### config.mk
export PLATFORM = sky130hd
export DESIGN_NAME = pipe_hazard_ctrl_flat
export DESIGN_NICKNAME = d
export VERILOG_FILES = /design/src/rtl/pipe_hazard_ctrl_if.sv /design/src/rtl/pipe_hazard_ctrl.sv /design/src/flat_wrapper.sv
export SDC_FILE = /design/constraint.sdc
export NUM_CORES = 1
export LEC_CHECK = 0
export BUFFER_PORTS_ARGS = -buffer_cell sky130_fd_sc_hd__buf_2
export CAP_MARGIN = 10
export CORE_ASPECT_RATIO = 0.9
export CORE_MARGIN = 5
export CORE_UTILIZATION = 41
export CTS_CLUSTER_SIZE = 25
export DETAILED_ROUTE_END_ITERATION = 8
export MAX_ROUTING_LAYER = met4
export PLACE_DENSITY = 0.76
export RECOVER_POWER = 50
export SLEW_MARGIN = 20
export SYNTH_ARGS = -nofsm -noshare
export SYNTH_HDL_FRONTEND = slang
export SYNTH_SLANG_ARGS = --single-unit
### constraint.sdc
create_clock -name clk -period 2.5 [get_ports clk]
set_input_delay 0.5 -clock clk [delete_from_list [all_inputs] [get_ports clk]]
set_output_delay 0.5 -clock clk [all_outputs]
set_load 0.1 [all_outputs]
### src/rtl/pipe_hazard_ctrl_if.sv
// Control bus between the 4-stage datapath and the hazard controller.
// The controller sits on the slave modport; the datapath (or bench) drives the master side.
interface pipe_hazard_ctrl_if;
    logic [15:0] id_ins;
    logic [1:0]  ex_zn;
    logic        pc_we;
    logic        pc_sel_br;
    logic        ifid_we;
    logic        ifid_flush;
    logic        idex_we;
    logic        idex_bubble;
    logic        exwb_bubble;
    logic [1:0]  fwd_a;
    logic [1:0]  fwd_b;
    logic        halted;
    logic [1:0]  fsm_state;

    // All signals are level controls sampled at the rising clock edge; there is no
    // valid/ready pair, a stall is expressed purely by the write enables dropping.
    modport master (
        output id_ins, ex_zn,
        input  pc_we, pc_sel_br, ifid_we, ifid_flush, idex_we, idex_bubble,
               exwb_bubble, fwd_a, fwd_b, halted, fsm_state
    );

    modport slave (
        input  id_ins, ex_zn,
        output pc_we, pc_sel_br, ifid_we, ifid_flush, idex_we, idex_bubble,
               exwb_bubble, fwd_a, fwd_b, halted, fsm_state
    );
endinterface

### src/rtl/pipe_hazard_ctrl.sv
// Hazard controller for the IF/ID/EX/WB 8-bit core: stalls, flushes, forwarding
// selects and HALT drain, driven from shadow copies of the EX and WB stages.
module pipe_hazard_ctrl #(
    parameter int LOAD_LAT = 1
) (
    input logic              clk,
    input logic              rst,
    pipe_hazard_ctrl_if.slave bus
);
    typedef enum logic [1:0] {
        S_RUN     = 2'd0,
        S_LD_WAIT = 2'd1,
        S_DRAIN   = 2'd2,
        S_HALTED  = 2'd3
    } state_t;

    localparam logic [3:0] OP_LD   = 4'h7;
    localparam logic [3:0] OP_ST   = 4'h8;
    localparam logic [3:0] OP_BR   = 4'h9;
    localparam logic [3:0] OP_BRZ  = 4'hA;
    localparam logic [3:0] OP_BRN  = 4'hB;
    localparam logic [3:0] OP_HALT = 4'hC;
    localparam bit         LD_LONG = (LOAD_LAT > 1);
    localparam logic [1:0] LD_CNT  = 2'(LOAD_LAT - 1);

    state_t     state, state_nx;
    logic [1:0] cnt, cnt_nx;
    logic       ld_held, ld_held_nx;

    logic       ex_valid;
    logic [3:0] ex_op;
    logic [1:0] ex_rd;
    logic       wb_valid;
    logic       wb_wr;
    logic [1:0] wb_rd;

    logic [3:0] id_op;
    logic [1:0] id_ra, id_rb;
    logic       reads_ra, reads_rb, ex_wr, ex_is_ld, load_use, taken, id_halt;
    logic [1:0] fwd_a_raw, fwd_b_raw;
    logic       unused_imm;

    logic       pc_we, pc_sel_br, ifid_we, ifid_flush, idex_we, idex_bubble;
    logic       exwb_bubble, halted;
    logic [1:0] fwd_a, fwd_b;

    function automatic logic op_writes(input logic [3:0] op);
        return (op >= 4'h1) && (op <= 4'h7);
    endfunction

    function automatic logic [1:0] fwd_src(input logic [1:0] src);
        if (ex_valid && ex_wr && (ex_op != OP_LD) && (ex_rd == src))
            return 2'b01;
        else if (wb_valid && wb_wr && (wb_rd == src))
            return 2'b10;
        else
            return 2'b00;
    endfunction

    assign id_op      = bus.id_ins[15:12];
    assign id_ra      = bus.id_ins[11:10];
    assign id_rb      = bus.id_ins[9:8];
    assign unused_imm = ^bus.id_ins[7:0];

    assign reads_ra = ((id_op >= 4'h1) && (id_op <= 4'h5)) || (id_op == OP_ST);
    assign reads_rb = (id_op >= 4'h1) && (id_op <= 4'h4);
    assign ex_wr    = op_writes(ex_op);
    assign ex_is_ld = ex_valid && (ex_op == OP_LD);
    assign load_use = ex_is_ld && ((reads_ra && (id_ra == ex_rd)) ||
                                   (reads_rb && (id_rb == ex_rd)));
    assign taken    = ex_valid && ((ex_op == OP_BR) ||
                                   ((ex_op == OP_BRZ) && bus.ex_zn[1]) ||
                                   ((ex_op == OP_BRN) && bus.ex_zn[0]));
    assign id_halt  = (id_op == OP_HALT);

    assign fwd_a_raw = reads_ra ? fwd_src(id_ra) : 2'b00;
    assign fwd_b_raw = reads_rb ? fwd_src(id_rb) : 2'b00;

    always_ff @(posedge clk) begin
        if (rst) begin
            state   <= S_RUN;
            cnt     <= 2'd0;
            ld_held <= 1'b0;
        end else begin
            state   <= state_nx;
            cnt     <= cnt_nx;
            ld_held <= ld_held_nx;
        end
    end

    always_comb begin
        state_nx    = state;
        cnt_nx      = cnt;
        ld_held_nx  = ld_held;
        pc_we       = 1'b1;
        pc_sel_br   = 1'b0;
        ifid_we     = 1'b1;
        ifid_flush  = 1'b0;
        idex_we     = 1'b1;
        idex_bubble = 1'b0;
        exwb_bubble = 1'b0;
        halted      = 1'b0;
        fwd_a       = fwd_a_raw;
        fwd_b       = fwd_b_raw;

        case (state)
            S_RUN: begin
                if (taken) begin
                    pc_sel_br   = 1'b1;
                    ifid_flush  = 1'b1;
                    idex_bubble = 1'b1;
                end else if (LD_LONG && ex_is_ld && (cnt == 2'd0) && !ld_held) begin
                    pc_we       = 1'b0;
                    ifid_we     = 1'b0;
                    idex_we     = 1'b0;
                    exwb_bubble = 1'b1;
                    state_nx    = S_LD_WAIT;
                    cnt_nx      = LD_CNT;
                end else if (load_use) begin
                    pc_we       = 1'b0;
                    ifid_we     = 1'b0;
                    idex_bubble = 1'b1;
                end else if (id_halt) begin
                    pc_we       = 1'b0;
                    ifid_we     = 1'b0;
                    idex_bubble = 1'b1;
                    state_nx    = S_DRAIN;
                    cnt_nx      = 2'd2;
                end
            end
            S_LD_WAIT: begin
                pc_we       = 1'b0;
                ifid_we     = 1'b0;
                idex_we     = 1'b0;
                exwb_bubble = 1'b1;
                cnt_nx      = cnt - 2'd1;
                // ld_held keeps the same LD from re-arming the wait once back in RUN.
                if (cnt <= 2'd1) begin
                    state_nx   = S_RUN;
                    cnt_nx     = 2'd0;
                    ld_held_nx = 1'b1;
                end
            end
            S_DRAIN: begin
                pc_we       = 1'b0;
                ifid_we     = 1'b0;
                idex_bubble = 1'b1;
                cnt_nx      = cnt - 2'd1;
                if (cnt <= 2'd1) begin
                    state_nx = S_HALTED;
                    cnt_nx   = 2'd0;
                end
            end
            default: begin
                halted      = 1'b1;
                pc_we       = 1'b0;
                ifid_we     = 1'b0;
                idex_we     = 1'b0;
                exwb_bubble = 1'b1;
            end
        endcase

        if (idex_we && (state != S_LD_WAIT))
            ld_held_nx = 1'b0;

        if (rst) begin
            state_nx    = S_RUN;
            cnt_nx      = 2'd0;
            ld_held_nx  = 1'b0;
            pc_we       = 1'b0;
            pc_sel_br   = 1'b0;
            ifid_we     = 1'b1;
            ifid_flush  = 1'b1;
            idex_we     = 1'b1;
            idex_bubble = 1'b1;
            exwb_bubble = 1'b1;
            halted      = 1'b0;
            fwd_a       = 2'b00;
            fwd_b       = 2'b00;
        end
    end

    // Shadow pipeline: mirrors what the datapath stage registers will hold.
    always_ff @(posedge clk) begin
        if (rst) begin
            ex_valid <= 1'b0;
            ex_op    <= 4'h0;
            ex_rd    <= 2'd0;
            wb_valid <= 1'b0;
            wb_wr    <= 1'b0;
            wb_rd    <= 2'd0;
        end else begin
            if (idex_we) begin
                ex_valid <= !idex_bubble;
                ex_op    <= id_op;
                ex_rd    <= id_ra;
            end
            wb_valid <= !exwb_bubble && ex_valid;
            wb_wr    <= ex_wr;
            wb_rd    <= ex_rd;
        end
    end

    assign bus.pc_we       = pc_we;
    assign bus.pc_sel_br   = pc_sel_br;
    assign bus.ifid_we     = ifid_we;
    assign bus.ifid_flush  = ifid_flush;
    assign bus.idex_we     = idex_we;
    assign bus.idex_bubble = idex_bubble;
    assign bus.exwb_bubble = exwb_bubble;
    assign bus.fwd_a       = fwd_a;
    assign bus.fwd_b       = fwd_b;
    assign bus.halted      = halted;
    assign bus.fsm_state   = state;
endmodule
### src/flat_wrapper.sv
// flat-port wrapper written by rule: the top's interface ports become plain ports
module pipe_hazard_ctrl_flat 
#(
    parameter int LOAD_LAT = 1
)
  (clk, rst, bus_id_ins, bus_ex_zn, bus_pc_we, bus_pc_sel_br, bus_ifid_we, bus_ifid_flush, bus_idex_we, bus_idex_bubble, bus_exwb_bubble, bus_fwd_a, bus_fwd_b, bus_halted, bus_fsm_state);
  pipe_hazard_ctrl_if bus_i ();
  input logic clk;
  input logic rst;
  input wire logic [$bits(bus_i.id_ins)-1:0] bus_id_ins;
  input wire logic [$bits(bus_i.ex_zn)-1:0] bus_ex_zn;
  output wire logic [$bits(bus_i.pc_we)-1:0] bus_pc_we;
  output wire logic [$bits(bus_i.pc_sel_br)-1:0] bus_pc_sel_br;
  output wire logic [$bits(bus_i.ifid_we)-1:0] bus_ifid_we;
  output wire logic [$bits(bus_i.ifid_flush)-1:0] bus_ifid_flush;
  output wire logic [$bits(bus_i.idex_we)-1:0] bus_idex_we;
  output wire logic [$bits(bus_i.idex_bubble)-1:0] bus_idex_bubble;
  output wire logic [$bits(bus_i.exwb_bubble)-1:0] bus_exwb_bubble;
  output wire logic [$bits(bus_i.fwd_a)-1:0] bus_fwd_a;
  output wire logic [$bits(bus_i.fwd_b)-1:0] bus_fwd_b;
  output wire logic [$bits(bus_i.halted)-1:0] bus_halted;
  output wire logic [$bits(bus_i.fsm_state)-1:0] bus_fsm_state;
  assign bus_i.id_ins = bus_id_ins;
  assign bus_i.ex_zn = bus_ex_zn;
  assign bus_pc_we = bus_i.pc_we;
  assign bus_pc_sel_br = bus_i.pc_sel_br;
  assign bus_ifid_we = bus_i.ifid_we;
  assign bus_ifid_flush = bus_i.ifid_flush;
  assign bus_idex_we = bus_i.idex_we;
  assign bus_idex_bubble = bus_i.idex_bubble;
  assign bus_exwb_bubble = bus_i.exwb_bubble;
  assign bus_fwd_a = bus_i.fwd_a;
  assign bus_fwd_b = bus_i.fwd_b;
  assign bus_halted = bus_i.halted;
  assign bus_fsm_state = bus_i.fsm_state;
  pipe_hazard_ctrl #(.LOAD_LAT(LOAD_LAT)) u_core (.clk(clk), .rst(rst), .bus(bus_i));
endmodule
# Word-level counts from Yosys, hierarchy flattened
# Index checks and enable logic that the tools add are counted.
[op_classes] add_sub_neg=1 n_lt_le_gt_ge=6 eq_ne=20 n_mux=37 reduce_logical=32
[op_table] cell="$mux W2" n=14
[op_table] cell="$eq A4 B4 Y1 const B" n=5
[op_table] cell="$mux W1" n=20
[op_table] cell="$logic_and A1 B1 Y1" n=18
[op_table] cell="$eq A2 B2 Y1" n=6
[op_table] cell="$le A4 B3 Y1 const B" n=3
[op_table] cell="$ge A4 B1 Y1 const B" n=2
[op_table] cell="$ne A2 B1 Y1 const B" n=3
[op_table] cell="$pmux W2 S3" n=1
[op_table] cell="$reduce_and A6 Y1" n=1
[op_table] cell="$eq A4 B3 Y1 const B" n=1
[op_table] cell="$logic_or A1 B1 Y1" n=4
[op_table] cell="$ne A2 B2 Y1 const B" n=2
[op_table] cell="$ne A4 B3 Y1 const B" n=1
[op_table] cell="$pmux W2 S2" n=1
[op_table] cell="$reduce_and A4 Y1" n=1
[op_table] cell="$reduce_or A2 Y1" n=2
[op_table] cell="$reduce_bool A3 Y1" n=1
[op_table] cell="$reduce_or A3 Y1" n=1
[op_table] cell="$eq A2 B1 Y1 const B" n=1
[op_table] cell="$eq A2 B2 Y1 const B" n=1
[op_table] cell="$le A2 B1 Y1 const B" n=1
[op_table] cell="$logic_not A1 Y1" n=2
[op_table] cell="$logic_not A2 Y1" n=1
[op_table] cell="other kinds (3)" n=3
[word_totals] reg_bits=15 in_bits=20 output_inout_bits=14 wordCells=104

# Depth between registers and ports, before layout
# Gate-level depths: netlist of the first run.
[logic_depth] ltp_word=11 depth_mapped=7 ltp_nobuf=6

# Least setup slack after synthesis of the first run
# OpenSTA, ideal clock, no wires.
[synth_path] path_type="reg2out" from="register u_core.state[0], in the netlist u_core.bus.fsm_state[0]" to="output port bus_pc_we" t_arrival_ns=4.375 required_time_ns=2.000 slack_ns=-2.375 path_stages_with_launch=7 n_path_buf=1 path_cell_list="dfxtp_1 -> inv_1 -> ha_1 -> clkbuf_1 -> inv_1 -> nor3_1 -> a41o_1"
[synth_via] elab_chain_len=3
[synth_lines] item="from (decl)" line="pipe_hazard_ctrl.sv:26" source="state_t state, state_nx;"
[synth_lines] item="from (signal assigned)" line="pipe_hazard_ctrl.sv:85" source="state <= state_nx;"
[synth_lines] item="$logic_not A2 Y1" line="pipe_hazard_ctrl.sv:106" source="case (state)"
[synth_lines] item="$mux W1" line="pipe_hazard_ctrl.sv:106"
[synth_lines] item="$mux W1" line="pipe_hazard_ctrl.sv:166" source="if (rst) begin"
[synth_lines] item="to (decl)" line="flat_wrapper.sv:12" source="output wire logic [$bits(bus_i.pc_we)-1:0] bus_pc_we;"
# Every way passes these cells.

# Final worst setup path of the first run
[layout_path] from="input port bus_id_ins[12]" to="output port bus_pc_we"
[layout_via] elab_chain_len=10 word_cells_on_any_way=17 classes_between="order compare (3); eq/ne (2); mux (5); reduce/logical (7)"
[layout_lines] item="from (decl)" line="flat_wrapper.sv:10" source="input wire logic [$bits(bus_i.id_ins)-1:0] bus_id_ins;"
[layout_lines] item="$ge A4 B1 Y1 / $le A4 B3 Y1 (equally long branches)" line="pipe_hazard_ctrl.sv:65, pipe_hazard_ctrl.sv:66"
[layout_lines] item="$logic_and A1 B1 Y1" line="pipe_hazard_ctrl.sv:65" source="assign reads_ra = ((id_op >= 4'h1) && (id_op <= 4'h5)) || (id_op == OP_ST);"
[layout_lines] item="$logic_or A1 B1 Y1" line="pipe_hazard_ctrl.sv:65"
[layout_lines] item="$logic_and A1 B1 Y1" line="pipe_hazard_ctrl.sv:69" source="assign load_use = ex_is_ld && ((reads_ra && (id_ra == ex_rd)) ||"
[layout_lines] item="$logic_or A1 B1 Y1" line="pipe_hazard_ctrl.sv:69"
[layout_lines] item="$logic_and A1 B1 Y1" line="pipe_hazard_ctrl.sv:69"
[layout_lines] item="$mux W1 *" line="pipe_hazard_ctrl.sv:119" source="end else if (load_use) begin"
[layout_lines] item="$mux W1 *" line="pipe_hazard_ctrl.sv:108" source="if (taken) begin"
[layout_lines] item="$mux W1 *" line="pipe_hazard_ctrl.sv:106"
[layout_lines] item="$mux W1 *" line="pipe_hazard_ctrl.sv:166"
# Every way passes the cells marked *; elsewhere a longest branch is shown, timed or not.

==> impl_metrics.py, run 1 <==
metrics = {
    "sta": {
        "slew-limit-headroom": 0.225,
        "max_freq_ghz": 0.384,
        "period_share": 1.04,
        "finalClockSkew_ps": 2.42,
        "finalHoldViolations": 0,
        "rsz0062_at_grt": "yes",
        "setup_slack_ps": -105,
        "setup_violations": 4,
        "finalMaxSlewViolations": 0,
        "fin_crit_ps": 2600,
        "worstMarginPinSlew_ps": 1170,
    },
    "synth": {
        "async_flop_share": 0,
        "synth_area_um2": 967,
        "yosys_warnings": 0,
        "synthFlopType": "dfxtp_1",
        "ys_ff_latch": 15,
        "yosysUniqueCellTypes": 41,
        "synth_area_per_cell_um2": 8.56,
        "synth_nets": 138,
        "synthCells": 113,
        "synth_edf_count": 0,
        "ys_seq_area_frac": 0.310,
    },
    "global_routing": {
        "grt_pass1_wl_mm": 4.08,
        "antenna_found_initial": 0,
        "grt_pass1_vias": 882,
        "grt_max_degree": 15,
        "grtUsageTotal": 0.159,
        "overflow": 0,
    },
    "clock_network": {
        "htree_levels": 1,
        "cts_root_buf": "clkbuf_4",
        "cts.sinks": 15,
        "clk_pin_slew_ps": 90,
        "ctsHoldBuffers": 0,
        "cts_tree": "yes",
        "clk_latency_ps": 290,
        "clock_path_buffers": 2,
        "cts_buffers": 3,
    },
    "worst_setup_path": {
        "worstPathCellList": "buf_6, or3b_4, a2111o_1, o22a_1, a41o_2, buf_12",
        "end_kind": "primary output",
        "critPathSlowestCell": "a2111o_1",
        "cp_max_fo": 3,
        "crit_arrival_ps": 2100,
        "path_class": "in2out",
        "max_stage_delay_ps": 400,
        "critPathLaunchType": "primary input",
        "crit_buf_inv": 2,
        "crit_family": "compound AO/OA/AOI/OAI gates",
        "cp.required_ps": 2000,
    },
    "drt": {
        "drt-pass1-iter-count": 4,
        "wl_per_cell_um": 14.9,
        "drcViolationCount": 0,
        "num_vias": 998,
        "route.antenna.remaining_nets": 0,
        "vias_per_cell": 5.67,
        "wirelength_mm": 2.62,
        "drtIter0Drc": 19,
    },
    "place": {
        "dpl-instance-area_mm2": 0.00135,
        "placedCellCount": 171,
        "dp_hpwl_mm": 2.06,
        "post-place-ws_ps": -160,
        "routabilityCongestion": 0.880,
        "io_buffers": 25,
    },
    "finish": {
        "syn_to_final_growth_pct": 45.4,
        "nNetsFinal": 175,
        "multi_input_area_um2": 719,
        "most-common-layout-cells": "13 x dfxtp_1, 12 x buf_2, 8 x buf_4",
        "nFillCells": 199,
        "fin_cells": 176,
        "final_area_mm2": 0.00141,
        "antenna_cells": 0,
        "final_common_cell": "dfxtp_1",
        "regArea_um2": 308,
        "drive_gt1_frac": 0.322,
    },
    "run_status": {
        "status": "complete, but fails checks",
        "failed_checks": "negative setup slack",
    },
    "power": {
        "cellPowerDensity_mw_per_mm2": 758,
        "ir_drop_v": 0.000577,
        "p_leak_nw": 0.576,
    },
    "min_path": {
        "hp-class": "in2reg",
    },
    "die": {
        "start_util": 0.435,
        "die-height_um": 56.1,
        "io_pins": 34,
        "fp-row-count": 16,
        "core_mm2": 0.00222,
        "die_w_um": 61.2,
        "die-area_mm2": 0.00343,
    },
    "job": {
        "max-cap-violations": 0,
    },
}
## cell usage after synthesis, drive strengths merged (3+ instances only)
cell type,count,share of area
a22o,6,0.054
ha,5,0.065
nand2,4,0.016
nand3,4,0.021
nor3,5,0.026
and3,3,0.019
inv,8,0.031
nor2b,4,0.026
nand4,3,0.019
xnor2,6,0.054
a21oi,3,0.016
dfxtp,15,0.31
nor2,8,0.031
## routing by layer
metal	global-route usage	up-vias	routed length (µm)
met5	-	-	0
li1	-	498	-
met2	0.234	27	1250
met3	0.0418	5	163
met4	0.0464	0	27
met1	0.212	468	1170
## state kept, by name, summed over array words and instances, names as in the netlist
register / cells
u_core.ex_rd: 2
u_core.bus.fsm_state: 2
u_core.wb_wr: 1
u_core.wb_rd: 2
u_core.wb_valid: 1
u_core.ex_op: 4
u_core.cnt: 2
u_core.ex_valid: 1
## cell type report
| class | count | area share |
|---|---|---|
| multi-input cells | 88 | 0.512 |
| inverters | 8 | 0.0214 |
| well taps | 27 | 0.0240 |
| flip-flops and latches | 15 | 0.219 |
| clock buffers | 4 | 0.0187 |
| repair buffers | 34 | 0.206 |
## worst paths after layout
path / startpoint / to / slack [ps] / cells after the start
hold / removal: bus_id_ins[10] / u_core.ex_rd[0] / 470 / 2
hold reg to reg: u_core.ex_op[3] / u_core.wb_wr / 500 / 1
setup / recovery: bus_id_ins[12] / bus_pc_we / -100 / 6
setup reg to reg: u_core.bus.fsm_state[0] / u_core.ex_op[0] / 520 / 5
## worst register-to-register path, stage by stage, from the launching register on
cell and delay [ps]:
dfxtp_4 380, inv_1 80, ha_1 310, nor3_1 620, clkbuf_1 340, a22o_1 200
## logic make-up after synthesis
| logic type | Yosys count | synth area share |
|---|---|---|
| simple gates | 47 | 0.286 |
| compound gates | 28 | 0.228 |
| flops | 15 | 0.310 |
| buf+inv | 10 | 0.0388 |
| xor+xnor | 8 | 0.0724 |
| fa+ha+maj | 5 | 0.0647 |
## power by group
| part | internal (W) | switching [W] | leakage, nW |
|---|---|---|---|
| sequential | 0.000285 | 0.0000409 | 0.125 |
| combinational | 0.000187 | 0.000409 | 0.436 |
| clock | 0.0000622 | 0.0000816 | 0.0150 |
## through the flow
stage	power [W]	TNS, ps	utilization	hold slack (ps)
after global routing	0.00112	-496	0.633	475
after floorplan	0.000764	-1380	-	436
after CTS	0.00107	-199	0.626	468
after detailed placement	0.000920	-290	0.608	479
final	0.00107	-217	0.633	470
after global placement	0.000908	-262	0.608	460
## what timing repair did
| item | 4_1_cts | 5_1_grt |
|---|---|---|
| gates resized for setup | 3 | 8 |
| endpoints found under the setup margin | 4 | 7 |
| buffers inserted | 0 | 1 |
| pin swaps | 4 | 1 |
Power figures use the tool's default switching activity.
==> inputs of run 2 (changes only) <==
--- a/config.mk
+++ b/config.mk
@@ -13,8 +13,9 @@
 export CTS_CLUSTER_SIZE = 25
 export DETAILED_ROUTE_END_ITERATION = 8
 export MAX_ROUTING_LAYER = met4
-export PLACE_DENSITY = 0.76
+export PLACE_DENSITY_LB_ADDON = 0.08
 export RECOVER_POWER = 50
+export REMOVE_ABC_BUFFERS = 1
 export SLEW_MARGIN = 20
 export SYNTH_ARGS = -nofsm -noshare
 export SYNTH_HDL_FRONTEND = slang
==> run 2 against run 1 <==
Non-clock buffer count increased by 6. Clock-buffer cell count unchanged. The flow still finishes with violations (negative setup slack). Critical endpoint unchanged. Power decreased by 0.88%. Via count decreased by 1.3%. First-iteration DRC count increased by 130%.
==> impl_metrics.py, run 2 (synthesis gave the netlist of run 1 again) <==
metrics = {
    "global_routing": {
        "grt_pass1_vias": 911,
        "grt_pass1_wl_mm": 4.25,
        "antenna_found_initial": 0,
        "grtUsageTotal": 0.164,
        "grt_max_degree": 9,
        "overflow": 0,
    },
    "power": {
        "p_leak_nw": 0.610,
        "ir_drop_v": 0.000531,
        "finalPower_w": 0.00106,
        "cellPowerDensity_mw_per_mm2": 747,
    },
    "worst_setup_path": {
        "rrSetupSlack_ps": 620,
        "crit_arrival_ps": 2060,
        "reg2reg_to": "u_core.bus.fsm_state[1]",
        "crit_buf_inv": 2,
        "worstPathCellList": "buf_6, or3b_4, a2111o_1, o22a_2, a41o_1, buf_12",
        "end_kind": "primary output",
        "max_stage_delay_ps": 390,
        "critPathSlowestCell": "a2111o_1",
        "rr_worst_depth": 6,
        "critPathLaunchType": "primary input",
        "reg2reg_from": "u_core.bus.fsm_state[0]",
        "path_class": "in2out",
        "crit_family": "compound AO/OA/AOI/OAI gates",
        "cp_max_fo": 3,
        "cp.required_ps": 2000,
    },
    "sta": {
        "fin_crit_ps": 2560,
        "setup_slack_ps": -61.5,
        "finalClockSkew_ps": 4.01,
        "setup_violations": 2,
        "finalMaxSlewViolations": 0,
        "finalHoldViolations": 0,
        "rsz0062_at_grt": "yes",
        "max_freq_ghz": 0.390,
        "hold_ws_ps": 481,
        "slew-limit-headroom": 0.673,
        "worstMarginPinSlew_ps": 488,
        "period_share": 1.02,
    },
    "drt": {
        "num_vias": 985,
        "drt-pass1-iter-count": 4,
        "vias_per_cell": 5.41,
        "wirelength_mm": 2.53,
        "drtIter0Drc": 43,
        "route.antenna.remaining_nets": 0,
        "drcViolationCount": 0,
        "wl_per_cell_um": 13.9,
    },
    "place": {
        "placedCellCount": 175,
        "dp_hpwl_mm": 1.99,
        "routabilityCongestion": 0.853,
        "dpl-instance-area_mm2": 0.00128,
        "io_buffers": 25,
    },
    "clock_network": {
        "clock_path_buffers": 2,
        "cts_root_buf": "clkbuf_4",
        "cts_tree": "yes",
        "clk_latency_ps": 280,
        "ctsHoldBuffers": 0,
        "clk_pin_slew_ps": 90,
        "cts.sinks": 15,
        "cts_buffers": 3,
        "htree_levels": 1,
    },
    "run_status": {
        "failed_checks": "negative setup slack",
        "status": "complete, but fails checks",
    },
    "min_path": {
        "holdCritStartpoint": "bus_id_ins[10]",
        "hp-class": "in2reg",
        "hold_depth": 2,
        "min_to": "u_core.ex_rd[0]",
    },
    "die": {
        "start_util": 0.435,
        "fp-row-count": 16,
        "die-height_um": 56.1,
        "io_pins": 34,
        "die-area_mm2": 0.00343,
        "core_mm2": 0.00222,
        "die_w_um": 61.2,
    },
    "finish": {
        "antenna_cells": 0,
        "drive_gt1_frac": 0.329,
        "top_register": "u_core.ex_op",
        "largest_reg_flops": 4,
        "fin_cells": 182,
        "nNetsFinal": 181,
        "final_area_mm2": 0.00142,
        "syn_to_final_growth_pct": 46.3,
        "most-common-layout-cells": "15 x buf_4, 15 x dfxtp_1, 13 x buf_2",
    },
    "job": {
        "max-cap-violations": 0,
    },
}
[run 2: cell types whose count changed in the layout (fill, tap and decap cells not counted), moves of 2 or more]
cell | before | now
buf_4 | 8 | 15
clkbuf_1 | 6 | 2
dfxtp_1 | 13 | 15
dfxtp_4 | 2 | 0
nor3_4 | 2 | 0
nor4_1 | 0 | 2
nor4_4 | 2 | 0
[run 2: final cells by class]
| class | count | area (µm²) |
|---|---|---|
| Sequential cell | 15 | 300 |
| Fill cell | 187 | 807 |
| Multi-Input combinational cell | 88 | 674 |
| Inverter | 8 | 30.0 |
| Timing Repair Buffer | 40 | 350 |
| Tap cell | 27 | 33.8 |
| Clock buffer | 4 | 26.3 |
[run 2: how the worst max path moves through the flow]
stage,start,endpoint,cells past startpoint
after floorplan,u_core.bus.fsm_state[0],bus_pc_we,5
after global placement,bus_id_ins[12],bus_pc_we,6
after detailed placement,bus_id_ins[12],bus_idex_bubble,6
after CTS,bus_id_ins[13],bus_pc_we,6
after global routing,bus_id_ins[13],bus_pc_we,6
final,bus_id_ins[13],bus_pc_we,6
[run 2: report_power, final]
group | internal (W) | total [W] | switching [W]
sequential | 0.000281 | 0.000321 | 0.0000394
combinational | 0.000201 | 0.000595 | 0.000394
clock | 0.0000620 | 0.000141 | 0.0000786
total | 0.000544 | 0.00106 | 0.000512
[run 2: stage by stage]
step,util,worst slack [ps],TNS [ps]
after floorplan,-,-2270,-12700
after global placement,0.578,-222,-538
after detailed placement,0.578,-210,-478
after CTS,0.609,-68.7,-115
after global routing,0.637,-90.9,-276
final,0.637,-61.5,-114
[run 2: metal layers]
| layer | global-route usage | routed length [µm] | vias up |
|---|---|---|---|
| met3 | 0.0487 | 154 | 0 |
| met1 | 0.231 | 1250 | 454 |
| met4 | 0.0186 | 0 | 0 |
| met5 | - | 0 | - |
| li1 | - | - | 510 |
| met2 | 0.239 | 1130 | 21 |
[run 2: timing repair]
item | CTS | global route
setup endpoints to repair | 4 | 9
resized for setup | 9 | 11
buffers inserted | 0 | 3
pin swaps | 5 | 2
==> inputs of run 3 (changes only) <==
--- a/config.mk
+++ b/config.mk
@@ -5,6 +5,7 @@
 export SDC_FILE = /design/constraint.sdc
 export NUM_CORES = 1
 export LEC_CHECK = 0
+export ABC_AREA = 1
 export BUFFER_PORTS_ARGS = -buffer_cell sky130_fd_sc_hd__buf_2
 export CAP_MARGIN = 10
 export CORE_ASPECT_RATIO = 0.9
==> run 3 against run 2 <==
The flow now finishes without violations. Highest routed layer is now met4. Sequential share of layout area up 2.8 points. Sequential power increased by 18%. Power up 45%. Area after synthesis up 5.8%. Core utilization fell by 12 points. Largest cell class unchanged. Synthesized cell count is 29% higher. Via count decreased by 1.3%. Clock-buffer cell count is 1 lower. Register-to-register slack gained 340 ps. Final area decreased by 11%. Largest power group unchanged. Die area up 4.8%.
==> impl_metrics.py, run 3 <==
metrics = {
    "drt": {
        "route.antenna.remaining_nets": 0,
        "wl_per_cell_um": 11.4,
        "drt-pass1-iter-count": 4,
        "num_vias": 972,
        "wirelength_mm": 2.31,
        "drtIter0Drc": 31,
        "drcViolationCount": 0,
        "vias_per_cell": 4.81,
    },
    "synth": {
        "synth_top_area_frac": 0.293,
        "async_flop_share": 0,
        "ys_ff_latch": 15,
        "synth_xor_xnor_area_share": 0.0428,
        "synth_edf_count": 0,
        "ys_seq_area_frac": 0.293,
        "synth_area_mm2": 0.00102,
        "synth_fa_ha_area_frac": 0.0611,
        "synth.area.top_cells": "dfxtp_1 29%, nand2_1 10%, nand2_2 6.7%",
        "synthMuxAreaShare": 0,
        "synth_simple_gate_area_frac": 0.436,
        "synthCells": 146,
        "synthFlopType": "dfxtp_1",
        "synth_common_cells": "28 x nand2_1, 18 x inv_1, 17 x nor2_1, 15 x dfxtp_1, 11 x nand2_2",
        "yosys_warnings": 0,
        "post-synth-top-count-cell": "nand2_1",
        "synth_top_family_by_area": "simple AND/OR/NAND/NOR gates",
        "synth_compound_area_frac": 0.0807,
        "yosysUniqueCellTypes": 25,
        "synth_area_per_cell_um2": 7.01,
        "yosysTopAreaCell": "dfxtp_1",
    },
    "power": {
        "combPwrFrac": 0.661,
        "switchingPower_w": 0.000868,
        "p_clk_frac": 0.092,
        "intPower_w": 0.000666,
        "ir_drop_v": 0.000936,
        "finalPower_w": 0.00153,
        "p_seq_frac": 0.247,
        "cellPowerDensity_mw_per_mm2": 1220,
        "p_leak_nw": 0.604,
        "p_sw_frac": 0.566,
    },
    "clock_network": {
        "htree_levels": 1,
        "cts_buffers": 3,
        "cts_root_buf": "clkbuf_4",
        "cts.sinks": 15,
        "clk_pin_slew_ps": 100,
        "post_cts_buffers": 0,
        "post_cts_resize_count": 0,
        "cts_tree": "yes",
        "clock_path_buffers": 2,
        "ctsHoldBuffers": 0,
        "clk_latency_ps": 290,
    },
    "worst_setup_path": {
        "critPathLaunchType": "flop",
        "reg2reg_from": "u_core.bus.fsm_state[0]",
        "reg2reg_to": "u_core.cnt[1]",
        "rrSetupSlack_ps": 960,
        "cp.required_ps": 2000,
        "crit_arrival_ps": 1870,
        "path_class": "reg2out",
        "end_kind": "primary output",
        "rr_worst_depth": 6,
        "cp_max_fo": 6,
    },
    "sta": {
        "finalHoldViolations": 0,
        "hold_ws_ps": 480,
        "rsz0062_at_grt": "no",
        "slew-limit-headroom": 0.678,
        "worstMarginPinSlew_ps": 487,
        "setup_violations": 0,
        "fin_crit_ps": 2370,
        "finalClockSkew_ps": 9.02,
        "period_share": 0.947,
        "setup_slack_ps": 132,
        "max_freq_ghz": 0.422,
        "finalMaxSlewViolations": 0,
    },
    "global_routing": {
        "grt_pass1_wl_mm": 4.14,
        "grt_pass1_vias": 961,
        "grt_max_degree": 15,
        "overflow": 0,
        "grtUsageTotal": 0.143,
        "antenna_found_initial": 0,
    },
    "min_path": {
        "hold_depth": 2,
        "min_to": "u_core.cnt[0]",
        "hp-class": "reg2reg",
        "holdCritStartpoint": "u_core.cnt[0]",
    },
    "die": {
        "start_util": 0.422,
        "die-area_mm2": 0.00360,
        "core_mm2": 0.00242,
        "die_w_um": 62.7,
        "fp-row-count": 17,
        "die-height_um": 57.4,
        "io_pins": 34,
    },
    "place": {
        "routabilityCongestion": 0.847,
        "dpl-instance-area_mm2": 0.00124,
        "placedCellCount": 198,
        "dp_hpwl_mm": 1.92,
        "io_buffers": 25,
        "post-place-ws_ps": 353,
    },
    "finish": {
        "antenna_cells": 0,
        "final_common_cell": "nand2_1",
        "fin_cells": 202,
        "syn_to_final_growth_pct": 22.4,
        "nNetsFinal": 200,
        "drive_gt1_frac": 0.333,
        "final_area_mm2": 0.00125,
        "largest_reg_flops": 4,
        "top_register": "u_core.ex_op",
        "most-common-layout-cells": "28 x nand2_1, 21 x buf_2, 18 x inv_1",
    },
    "job": {
        "max-cap-violations": 0,
    },
    "run_status": {
        "status": "complete, no violations",
    },
}
run 3: cell count changes after synthesis, sizes merged, moves of 3 or more:
cell / change
a21oi: +3
a22o: -6
inv: +14
nand2: +35
nand3: +7
nor2: +17
nor2b: -4
o22ai: +3
run 3: per-layer routing:
| layer | vias to the layer above | track usage | part of all wire |
|---|---|---|---|
| li1 | 517 | - | - |
| met1 | 440 | 0.176 | 0.50 |
| met2 | 13 | 0.235 | 0.46 |
| met3 | 2 | 0.0433 | 0.032 |
| met4 | 0 | 0.0242 | 0.0061 |
| met5 | - | - | 0 |
run 3: power groups by stage:
stage	combinational, W	sequential (W)	clock (W)
2_1_floorplan	0.000693	0.000471	0
3_3_place_gp	0.00102	0.000380	0
3_5_place_dp	0.00104	0.000384	0
4_1_cts	0.00104	0.000379	0.000148
5_1_grt	0.00110	0.000391	0.000162
6_report	0.00101	0.000379	0.000141
run 3: worst max-delay path by stage:
stage	to	slack [ps]	depth (start not counted)	startpoint
floorplan	bus_fwd_b[0]	-940	5	bus_id_ins[12]
global placement	bus_fwd_b[0]	370	7	bus_id_ins[12]
detailed placement	bus_fwd_b[0]	350	7	bus_id_ins[12]
CTS	bus_idex_we	100	7	u_core.bus.fsm_state[0]
global route	bus_idex_we	10	7	u_core.bus.fsm_state[0]
finish	bus_idex_we	130	7	u_core.bus.fsm_state[0]
run 3: critical path, cell delays in order, from the launching register on:
cell,delay (ps)
dfxtp_1,420
inv_1,100
ha_1,280
nor2_1,140
inv_2,80
nor2_4,160
inv_2,100
buf_2,300
run 3: metrics by stage:
step,TNS [ps],utilization
after floorplan,-6040,-
after global placement,0,0.511
final,0,0.517
after detailed placement,0,0.511
after global routing,0,0.517
after CTS,0,0.522
run 3: logic make-up (layout without fill, tap and decap cells):
group,after synthesis,count (layout)
xor+xnor,5,5
compound gates,13,13
flops,15,15
fa+ha+maj,5,5
buf+inv,23,51
simple gates,85,85
run 3: cell type report:
| type | count | area (µm²) |
|---|---|---|
| inverter | 22 | 82.6 |
| clock buffer | 3 | 22.5 |
| timing repair buffer | 25 | 185 |
| clock inverter | 1 | 5.00 |
| sequential | 15 | 300 |
| fill | 272 | 1170 |
| tap | 28 | 35.0 |
| multi-input combinational | 108 | 622 |
